`config.mk`:
```
export PLATFORM = sky130hd
export DESIGN_NAME = circle_draw_arbiter_flat
export DESIGN_NICKNAME = d
export VERILOG_FILES = /design/src/rtl/vga_draw_pkg.sv /design/src/rtl/circle_draw_arbiter_if.sv /design/src/rtl/circle_draw_arbiter_rr_arbiter.sv /design/src/rtl/circle_draw_arbiter.sv /design/src/flat_wrapper.sv
export SDC_FILE = /design/constraint.sdc
export NUM_CORES = 1
export LEC_CHECK = 0
export CAP_MARGIN = 20
export CORE_MARGIN = 2
export CORE_UTILIZATION = 50
export CTS_CLUSTER_SIZE = 10
export DETAILED_ROUTE_END_ITERATION = 10
export GPL_TIMING_DRIVEN = 0
export PLACE_DENSITY_LB_ADDON = 0.15
export SYNTH_ARGS = -nofsm -noshare
export SYNTH_HDL_FRONTEND = slang
export SYNTH_SLANG_ARGS = --single-unit
```
`constraint.sdc`:
```
create_clock -name CLOCK_50 -period 6.7 [get_ports CLOCK_50]
set_input_delay 1.005 -clock CLOCK_50 [delete_from_list [all_inputs] [get_ports CLOCK_50]]
set_output_delay 1.005 -clock CLOCK_50 [all_outputs]
set_load 0.05 [all_outputs]
```
`src/rtl/vga_draw_pkg.sv`:
```
// Shared constants, FSM state type and sprite mask for the VGA circle drawer.
package vga_draw_pkg;

    localparam int unsigned SCREEN_W   = 160;
    localparam int unsigned SCREEN_H   = 120;
    localparam int unsigned SPRITE_DIM = 7;

    localparam int unsigned X_W      = 8;
    localparam int unsigned Y_W      = 7;
    localparam int unsigned COLOUR_W = 3;
    localparam int unsigned CELL_W   = 3;

    typedef enum logic [1:0] {
        S_IDLE  = 2'd0,
        S_GRANT = 2'd1,
        S_DRAW  = 2'd2,
        S_DONE  = 2'd3
    } state_e;

    // 7x7 circle: rows 0/6 keep cols 2..4, rows 1/5 keep cols 1..5, rows 2..4 keep all.
    function automatic logic in_mask(input logic [CELL_W-1:0] row,
                                     input logic [CELL_W-1:0] col);
        logic [CELL_W-1:0] m;
        unique case (row)
            3'd0, 3'd6: m = 3'd2;
            3'd1, 3'd5: m = 3'd1;
            default:    m = 3'd0;
        endcase
        return (col >= m) && (col <= (3'd6 - m));
    endfunction

endpackage

```
`src/rtl/circle_draw_arbiter_if.sv`:
```
// Requester handshake plus pixel-adapter outputs of the circle draw arbiter.
interface circle_draw_arbiter_if
    import vga_draw_pkg::*;
#(
    parameter int unsigned NUM_REQ = 4
) ();

    logic [NUM_REQ-1:0]          req;
    logic [NUM_REQ*X_W-1:0]      req_x;
    logic [NUM_REQ*Y_W-1:0]      req_y;
    logic [NUM_REQ*COLOUR_W-1:0] req_colour;

    logic [NUM_REQ-1:0]          grant;
    logic [NUM_REQ-1:0]          done;
    logic [X_W-1:0]              x;
    logic [Y_W-1:0]              y;
    logic [COLOUR_W-1:0]         colour;
    logic                        plot;
    logic                        busy;

    modport master (
        output req, req_x, req_y, req_colour,
        input  grant, done, x, y, colour, plot, busy
    );

    modport slave (
        input  req, req_x, req_y, req_colour,
        output grant, done, x, y, colour, plot, busy
    );

endinterface

```
`src/rtl/circle_draw_arbiter_rr_arbiter.sv`:
```
// Combinational round-robin select: first set request at or above ptr_i, wrapping.
module rr_arbiter #(
    parameter int unsigned NUM_REQ = 4,
    localparam int unsigned PTR_W  = $clog2(NUM_REQ)
) (
    input  logic [NUM_REQ-1:0] req_i,
    input  logic [PTR_W-1:0]   ptr_i,
    output logic [NUM_REQ-1:0] gnt_o,
    output logic [PTR_W-1:0]   idx_o,
    output logic               valid_o
);

    int unsigned slot;
    logic        found;

    always_comb begin
        gnt_o = '0;
        idx_o = '0;
        found = 1'b0;
        slot  = 0;
        for (int unsigned k = 0; k < NUM_REQ; k++) begin
            slot = 32'(ptr_i) + k;
            if (slot >= NUM_REQ) begin
                slot = slot - NUM_REQ;
            end
            if (!found && req_i[PTR_W'(slot)]) begin
                found                = 1'b1;
                gnt_o[PTR_W'(slot)]  = 1'b1;
                idx_o                = PTR_W'(slot);
            end
        end
        valid_o = found;
    end

endmodule

```
`src/rtl/circle_draw_arbiter.sv`:
```
// Round-robin owner of the VGA pixel port; each grant emits one clipped 7x7 circle,
// one cell per clock, then pulses done to the owning requester.
module circle_draw_arbiter
    import vga_draw_pkg::*;
#(
    parameter int unsigned NUM_REQ    = 4,
    parameter int unsigned SPRITE_DIM = 7
) (
    input  logic                 CLOCK_50,
    input  logic                 reset,
    circle_draw_arbiter_if.slave bus
);

    localparam int unsigned     PTR_W = $clog2(NUM_REQ);
    localparam logic [CELL_W-1:0] LAST  = CELL_W'(SPRITE_DIM - 1);
    localparam logic [X_W:0]    X_MAX = (X_W+1)'(SCREEN_W - 1);
    localparam logic [Y_W:0]    Y_MAX = (Y_W+1)'(SCREEN_H - 1);

    state_e                state_q, state_d;
    logic [CELL_W-1:0]     row_q, row_d;
    logic [CELL_W-1:0]     col_q, col_d;
    logic [PTR_W-1:0]      rr_ptr_q, rr_ptr_d;
    logic [X_W-1:0]        base_x_q, base_x_d;
    logic [Y_W-1:0]        base_y_q, base_y_d;
    logic [COLOUR_W-1:0]   base_colour_q, base_colour_d;
    logic [NUM_REQ-1:0]    owner_q, owner_d;
    logic [NUM_REQ-1:0]    grant_q, grant_d;
    logic [NUM_REQ-1:0]    done_q, done_d;
    logic [X_W-1:0]        x_q, x_d;
    logic [Y_W-1:0]        y_q, y_d;
    logic [COLOUR_W-1:0]   colour_q, colour_d;
    logic                  plot_q, plot_d;
    logic                  busy_q, busy_d;

    logic [NUM_REQ-1:0]    arb_gnt;
    logic [PTR_W-1:0]      arb_idx;
    logic                  arb_valid;

    logic [X_W-1:0]        req_x_a      [NUM_REQ];
    logic [Y_W-1:0]        req_y_a      [NUM_REQ];
    logic [COLOUR_W-1:0]   req_colour_a [NUM_REQ];

    // One extra bit so that off-screen sums are detected instead of wrapping.
    logic [X_W:0]          x_sum;
    logic [Y_W:0]          y_sum;

    for (genvar gi = 0; gi < int'(NUM_REQ); gi++) begin : g_unpack
        assign req_x_a[gi]      = bus.req_x[gi*X_W +: X_W];
        assign req_y_a[gi]      = bus.req_y[gi*Y_W +: Y_W];
        assign req_colour_a[gi] = bus.req_colour[gi*COLOUR_W +: COLOUR_W];
    end

    rr_arbiter #(
        .NUM_REQ (NUM_REQ)
    ) u_rr_arbiter (
        .req_i   (bus.req),
        .ptr_i   (rr_ptr_q),
        .gnt_o   (arb_gnt),
        .idx_o   (arb_idx),
        .valid_o (arb_valid)
    );

    assign x_sum = (X_W+1)'(base_x_q) + (X_W+1)'(col_q);
    assign y_sum = (Y_W+1)'(base_y_q) + (Y_W+1)'(row_q);

    always_ff @(posedge CLOCK_50 or posedge reset) begin
        if (reset) begin
            state_q       <= S_IDLE;
            row_q         <= '0;
            col_q         <= '0;
            rr_ptr_q      <= '0;
            base_x_q      <= '0;
            base_y_q      <= '0;
            base_colour_q <= '0;
            owner_q       <= '0;
            grant_q       <= '0;
            done_q        <= '0;
            x_q           <= '0;
            y_q           <= '0;
            colour_q      <= '0;
            plot_q        <= 1'b0;
            busy_q        <= 1'b0;
        end else begin
            state_q       <= state_d;
            row_q         <= row_d;
            col_q         <= col_d;
            rr_ptr_q      <= rr_ptr_d;
            base_x_q      <= base_x_d;
            base_y_q      <= base_y_d;
            base_colour_q <= base_colour_d;
            owner_q       <= owner_d;
            grant_q       <= grant_d;
            done_q        <= done_d;
            x_q           <= x_d;
            y_q           <= y_d;
            colour_q      <= colour_d;
            plot_q        <= plot_d;
            busy_q        <= busy_d;
        end
    end

    always_comb begin
        state_d       = state_q;
        row_d         = row_q;
        col_d         = col_q;
        rr_ptr_d      = rr_ptr_q;
        base_x_d      = base_x_q;
        base_y_d      = base_y_q;
        base_colour_d = base_colour_q;
        owner_d       = owner_q;
        grant_d       = '0;
        done_d        = '0;
        x_d           = x_q;
        y_d           = y_q;
        colour_d      = colour_q;
        plot_d        = 1'b0;

        unique case (state_q)
            S_IDLE: begin
                if (arb_valid) begin
                    base_x_d      = req_x_a[arb_idx];
                    base_y_d      = req_y_a[arb_idx];
                    base_colour_d = req_colour_a[arb_idx];
                    owner_d       = arb_gnt;
                    grant_d       = arb_gnt;
                    rr_ptr_d      = (arb_idx == PTR_W'(NUM_REQ - 1)) ? '0
                                                                     : arb_idx + PTR_W'(1);
                    state_d       = S_GRANT;
                end
            end

            // Cell (0,0) is emitted on the GRANT edge; the rest follow in row-major order.
            S_GRANT, S_DRAW: begin
                x_d      = x_sum[X_W-1:0];
                y_d      = y_sum[Y_W-1:0];
                colour_d = base_colour_q;
                plot_d   = in_mask(row_q, col_q) && (x_sum <= X_MAX) && (y_sum <= Y_MAX);
                state_d  = S_DRAW;
                if (col_q == LAST) begin
                    col_d = '0;
                    if (row_q == LAST) begin
                        row_d   = '0;
                        state_d = S_DONE;
                    end else begin
                        row_d = row_q + CELL_W'(1);
                    end
                end else begin
                    col_d = col_q + CELL_W'(1);
                end
            end

            S_DONE: begin
                done_d  = owner_q;
                state_d = S_IDLE;
            end

            default: begin
                state_d = S_IDLE;
            end
        endcase
    end

    // Busy covers the grant cycle through the done-pulse cycle.
    assign busy_d = (state_d != S_IDLE) || (done_d != '0);

    assign bus.grant  = grant_q;
    assign bus.done   = done_q;
    assign bus.x      = x_q;
    assign bus.y      = y_q;
    assign bus.colour = colour_q;
    assign bus.plot   = plot_q;
    assign bus.busy   = busy_q;

endmodule

```
`src/flat_wrapper.sv`:
```
// flat-port wrapper written by rule: the top's interface ports become plain ports
module circle_draw_arbiter_flat import vga_draw_pkg::*;
#(
    parameter int unsigned NUM_REQ    = 4,
    parameter int unsigned SPRITE_DIM = 7
)
  (CLOCK_50, reset, bus_req, bus_req_x, bus_req_y, bus_req_colour, bus_grant, bus_done, bus_x, bus_y, bus_colour, bus_plot, bus_busy);
  circle_draw_arbiter_if #(.NUM_REQ(NUM_REQ)) bus_i ();
  input  logic CLOCK_50;
  input  logic reset;
  input wire logic [$bits(bus_i.req)-1:0] bus_req;
  input wire logic [$bits(bus_i.req_x)-1:0] bus_req_x;
  input wire logic [$bits(bus_i.req_y)-1:0] bus_req_y;
  input wire logic [$bits(bus_i.req_colour)-1:0] bus_req_colour;
  output wire logic [$bits(bus_i.grant)-1:0] bus_grant;
  output wire logic [$bits(bus_i.done)-1:0] bus_done;
  output wire logic [$bits(bus_i.x)-1:0] bus_x;
  output wire logic [$bits(bus_i.y)-1:0] bus_y;
  output wire logic [$bits(bus_i.colour)-1:0] bus_colour;
  output wire logic [$bits(bus_i.plot)-1:0] bus_plot;
  output wire logic [$bits(bus_i.busy)-1:0] bus_busy;
  assign bus_i.req = bus_req;
  assign bus_i.req_x = bus_req_x;
  assign bus_i.req_y = bus_req_y;
  assign bus_i.req_colour = bus_req_colour;
  assign bus_grant = bus_i.grant;
  assign bus_done = bus_i.done;
  assign bus_x = bus_i.x;
  assign bus_y = bus_i.y;
  assign bus_colour = bus_i.colour;
  assign bus_plot = bus_i.plot;
  assign bus_busy = bus_i.busy;
  circle_draw_arbiter #(.NUM_REQ(NUM_REQ), .SPRITE_DIM(SPRITE_DIM)) u_core (.CLOCK_50(CLOCK_50), .reset(reset), .bus(bus_i));
endmodule
```
==> results.yml <==
run_status:
  status: "completed"
clock_tree:
  cts_root_buf: "clkbuf_8"
  cts_sinks: 60
  cts_resized: 0
  cts_buffer_depth: 2
  clk_latency_ns: 0.33
  path_clk_slew_ns: 0.06
  cts_buffers: 9
  post_cts_buffers: 0
  cts_tree: "done"
  cts-hold-fix-buffers: 0
  cts_htree_levels: 3
drt:
  via_per_inst: 5.48
  drt_iter0_drc: 97
  wl_mm: 9.04
  ant_nets: 0
  drc_errors: 0
  via_count: 3369
  post_drt_wl_per_cell_um: 14.7
  firstDrtPassIters: 7
power:
  p_sw_mw: 0.166
  seq_power_share_pct: 49.0
  p_int_mw: 0.575
  p_comb_share_pct: 13.5
  p_leak_nw: 2.25
  netSwitchingFraction_pct: 22.4
  worst_ir_drop_vdd_mv: 0.102
  p_per_area_nw_per_um2: 142
  clkPwrFrac_pct: 37.6
worst_hold_path:
  min_from: "u_core.owner_q[3]"
  hold_class: "reg -> reg"
logic_synthesis:
  synth.cell_area_sq_um: 3860
  synthArstFlopShare_pct: 100
  netlist_top_cells_count: "dfrtp_1 (60), nand2_1 (42), o211ai_1 (36)"
  netlist_top_cells_area: "dfrtp_1 (39%), o211ai_1 (7.0%), ha_1 (5.8%)"
  synth_area_per_cell_sq_um: 9.82
  synth_edf_count: 0
  syn_nets: 491
  ys_types: 50
  synth-seq-area-share_pct: 38.9
  yosys_warnings: 0
  synth_most_common_cell: "dfrtp_1"
  yosysTopAreaCellShare_pct: 38.9
  ys_ff_latch: 60
  syn-instance-count: 393
  synth_flop_cell: "dfrtp_1"
  yosys.area.top_type: "dfrtp_1"
finish:
  drive_gt1_share_pct: 9.55
  area_growth_pct: 35.2
  fillers: 592
  diodes: 0
  fin_util_pct: 68.6
  nets: 607
sta:
  finalHoldViolCount: 0
  period_share_pct: 48.3
  setup_viol: 0
  slew_viol_final: 0
  relSlewSlack_pct: 64.9
  max_freq_mhz: 309
  tightest_slew_ns: 0.525
  period_minus_slack_ns: 3.24
  rsz0062_at_grt: "no"
  skew_ns: 0.00340
  finalSetupTns_ns: 0
grt:
  grt_pass1_vias: 3307
  grt_pass1_wl_mm: 15.1
  grt_max_degree: 38
  grt_use_total_pct: 22.2
  overflow: 0
  antenna_found_initial: 0
critical_path:
  arrival_ns: 3.43
  worst-path-max-fanout: 10
  crit_type: "reg -> reg"
  crit_path_start_kind: "flip-flop"
  critPathRequiredTime_ns: 6.89
  endpoint_kind: "flip-flop"
floorplanning:
  ios: 106
  die_area_sq_um: 8440
  die_w_um: 91.9
  die_h_um: 91.9
  start_util_pct: 50.7
  core_region_area_sq_um: 7610
  rows: 32
place:
  portBuffers: 104
  gp_congestion: 0.815
  dp_hpwl_mm: 7.14
run:
  cap_violations: 0
[stage by stage]
| step | setup slack, ns | area, sq um | hold slack (ns) | total power [mW] | cells |
|---|---|---|---|---|---|
| 2_1_floorplan | 3.88 | 3860 | 0.447 | 0.414 | 393 |
| 3_3_place_gp | 3.23 | 5030 | 0.462 | 0.466 | 599 |
| 3_5_place_dp | 3.27 | 5050 | 0.474 | 0.469 | 600 |
| 4_1_cts | 3.49 | 5220 | 0.488 | 0.746 | 615 |
| 5_1_grt | 3.27 | 5220 | 0.498 | 0.769 | 615 |
| 6_report | 3.46 | 5220 | 0.487 | 0.740 | 615 |
[final timing paths]
| path | endpoint | slack [ns] | cells past startpoint |
|---|---|---|---|
| max | u_core.base_colour_q[1] | 3.46 | 10 |
| min | u_core.owner_q[3] | 0.49 | 2 |
| max reg2reg | u_core.base_colour_q[1] | 3.46 | 10 |
| min reg2reg | u_core.owner_q[3] | 0.49 | 2 |
| max in group asynchronous | u_core.bus.plot | 5.11 | 3 |
| min in group asynchronous | u_core.bus.done[1] | 1.03 | 2 |
[power by group through the flow]
stage / Combinational, mW / Sequential (mW) / Clock (mW)
after floorplan: 0.0446 / 0.369 / 0
after global placement: 0.0969 / 0.369 / 0
after detailed placement: 0.100 / 0.369 / 0
after CTS: 0.100 / 0.362 / 0.283
after global routing: 0.109 / 0.362 / 0.299
final: 0.0996 / 0.362 / 0.278
[routing by layer]
layer | GRT usage (%) | vias up | part of all wire [%]
li1 | - | 1672 | -
met1 | 29.5 | 1571 | 46
met2 | 36.9 | 114 | 47
met3 | 4.44 | 12 | 5.9
met4 | 6.22 | 0 | 1.3
met5 | 0 | - | 0
[worst max-delay path, stage by stage, from the launching register on]
cell and delay (ns):
dfrtp_1 0.51, buf_4 0.25, inv_1 0.14, ha_1 0.32
buf_6 0.14, mux4_2 0.63, o21ai_4 0.38, clkbuf_2 0.28
a21boi_1 0.10, o211ai_1 0.22, o211ai_1 0.14
[layout make-up]
cell class                      instances  area [sq um]  share of cell area (%)
Buffer                                 25           163                    3.12
Clock buffer                           13           159                    3.05
Clock inverter                          2          10.0                   0.192
Inverter                               13          48.8                   0.935
Multi-Input combinational cell        295          2150                    41.2
Sequential cell                        60          1500                    28.8
Tap cell                              102           128                    2.45
Timing Repair Buffer                  105          1060                    20.3
[flip-flops by register name, indices dropped and copies added (netlist names), 4 cells and up, named ones only]
name              flops
u_core.base_x_q       8
u_core.base_y_q       7
u_core.bus.x          8
u_core.owner_q        4
u_core.bus.grant      4
u_core.bus.y          7
u_core.bus.done       4
[cells by family (layout without fill, tap and decap cells)]
family | Yosys count | count (layout) | synth area share, %
adder cells (fa/ha/maj) | 20 | 20 | 6.87
AO/OA/AOI/OAI | 114 | 114 | 21.4
flip-flops | 60 | 60 | 38.9
AND/OR/NAND/NOR | 115 | 115 | 14.7
XOR/XNOR | 14 | 14 | 3.18
multiplexers | 32 | 32 | 9.56
buffers and inverters | 38 | 158 | 5.48
[layout by cell type (no fill, tap or decap), types with 4 or more instances in the layout]
cell type	netlist	routed
a221oi_1	4	4
nand3_1	5	5
and2_1	5	5
a21o_1	6	6
nand2_1	42	42
xor2_1	5	5
ha_1	18	18
nor2_1	24	24
and3_1	20	20
a21boi_1	10	10
a22oi_1	4	4
buf_6	5	5
mux2_2	9	9
a21boi_0	9	9
nor3_1	5	5
inv_1	13	12
dfrtp_1	60	60
clkdlybuf4s50_1	0	104
o21ai_1	6	6
buf_2	4	4
mux2i_1	20	20
xnor2_1	9	9
o211ai_1	36	36
clkbuf_8	0	11
a21oi_1	15	15
clkbuf_1	8	10
o21ai_0	11	11
Power figures use the tool's default switching activity.
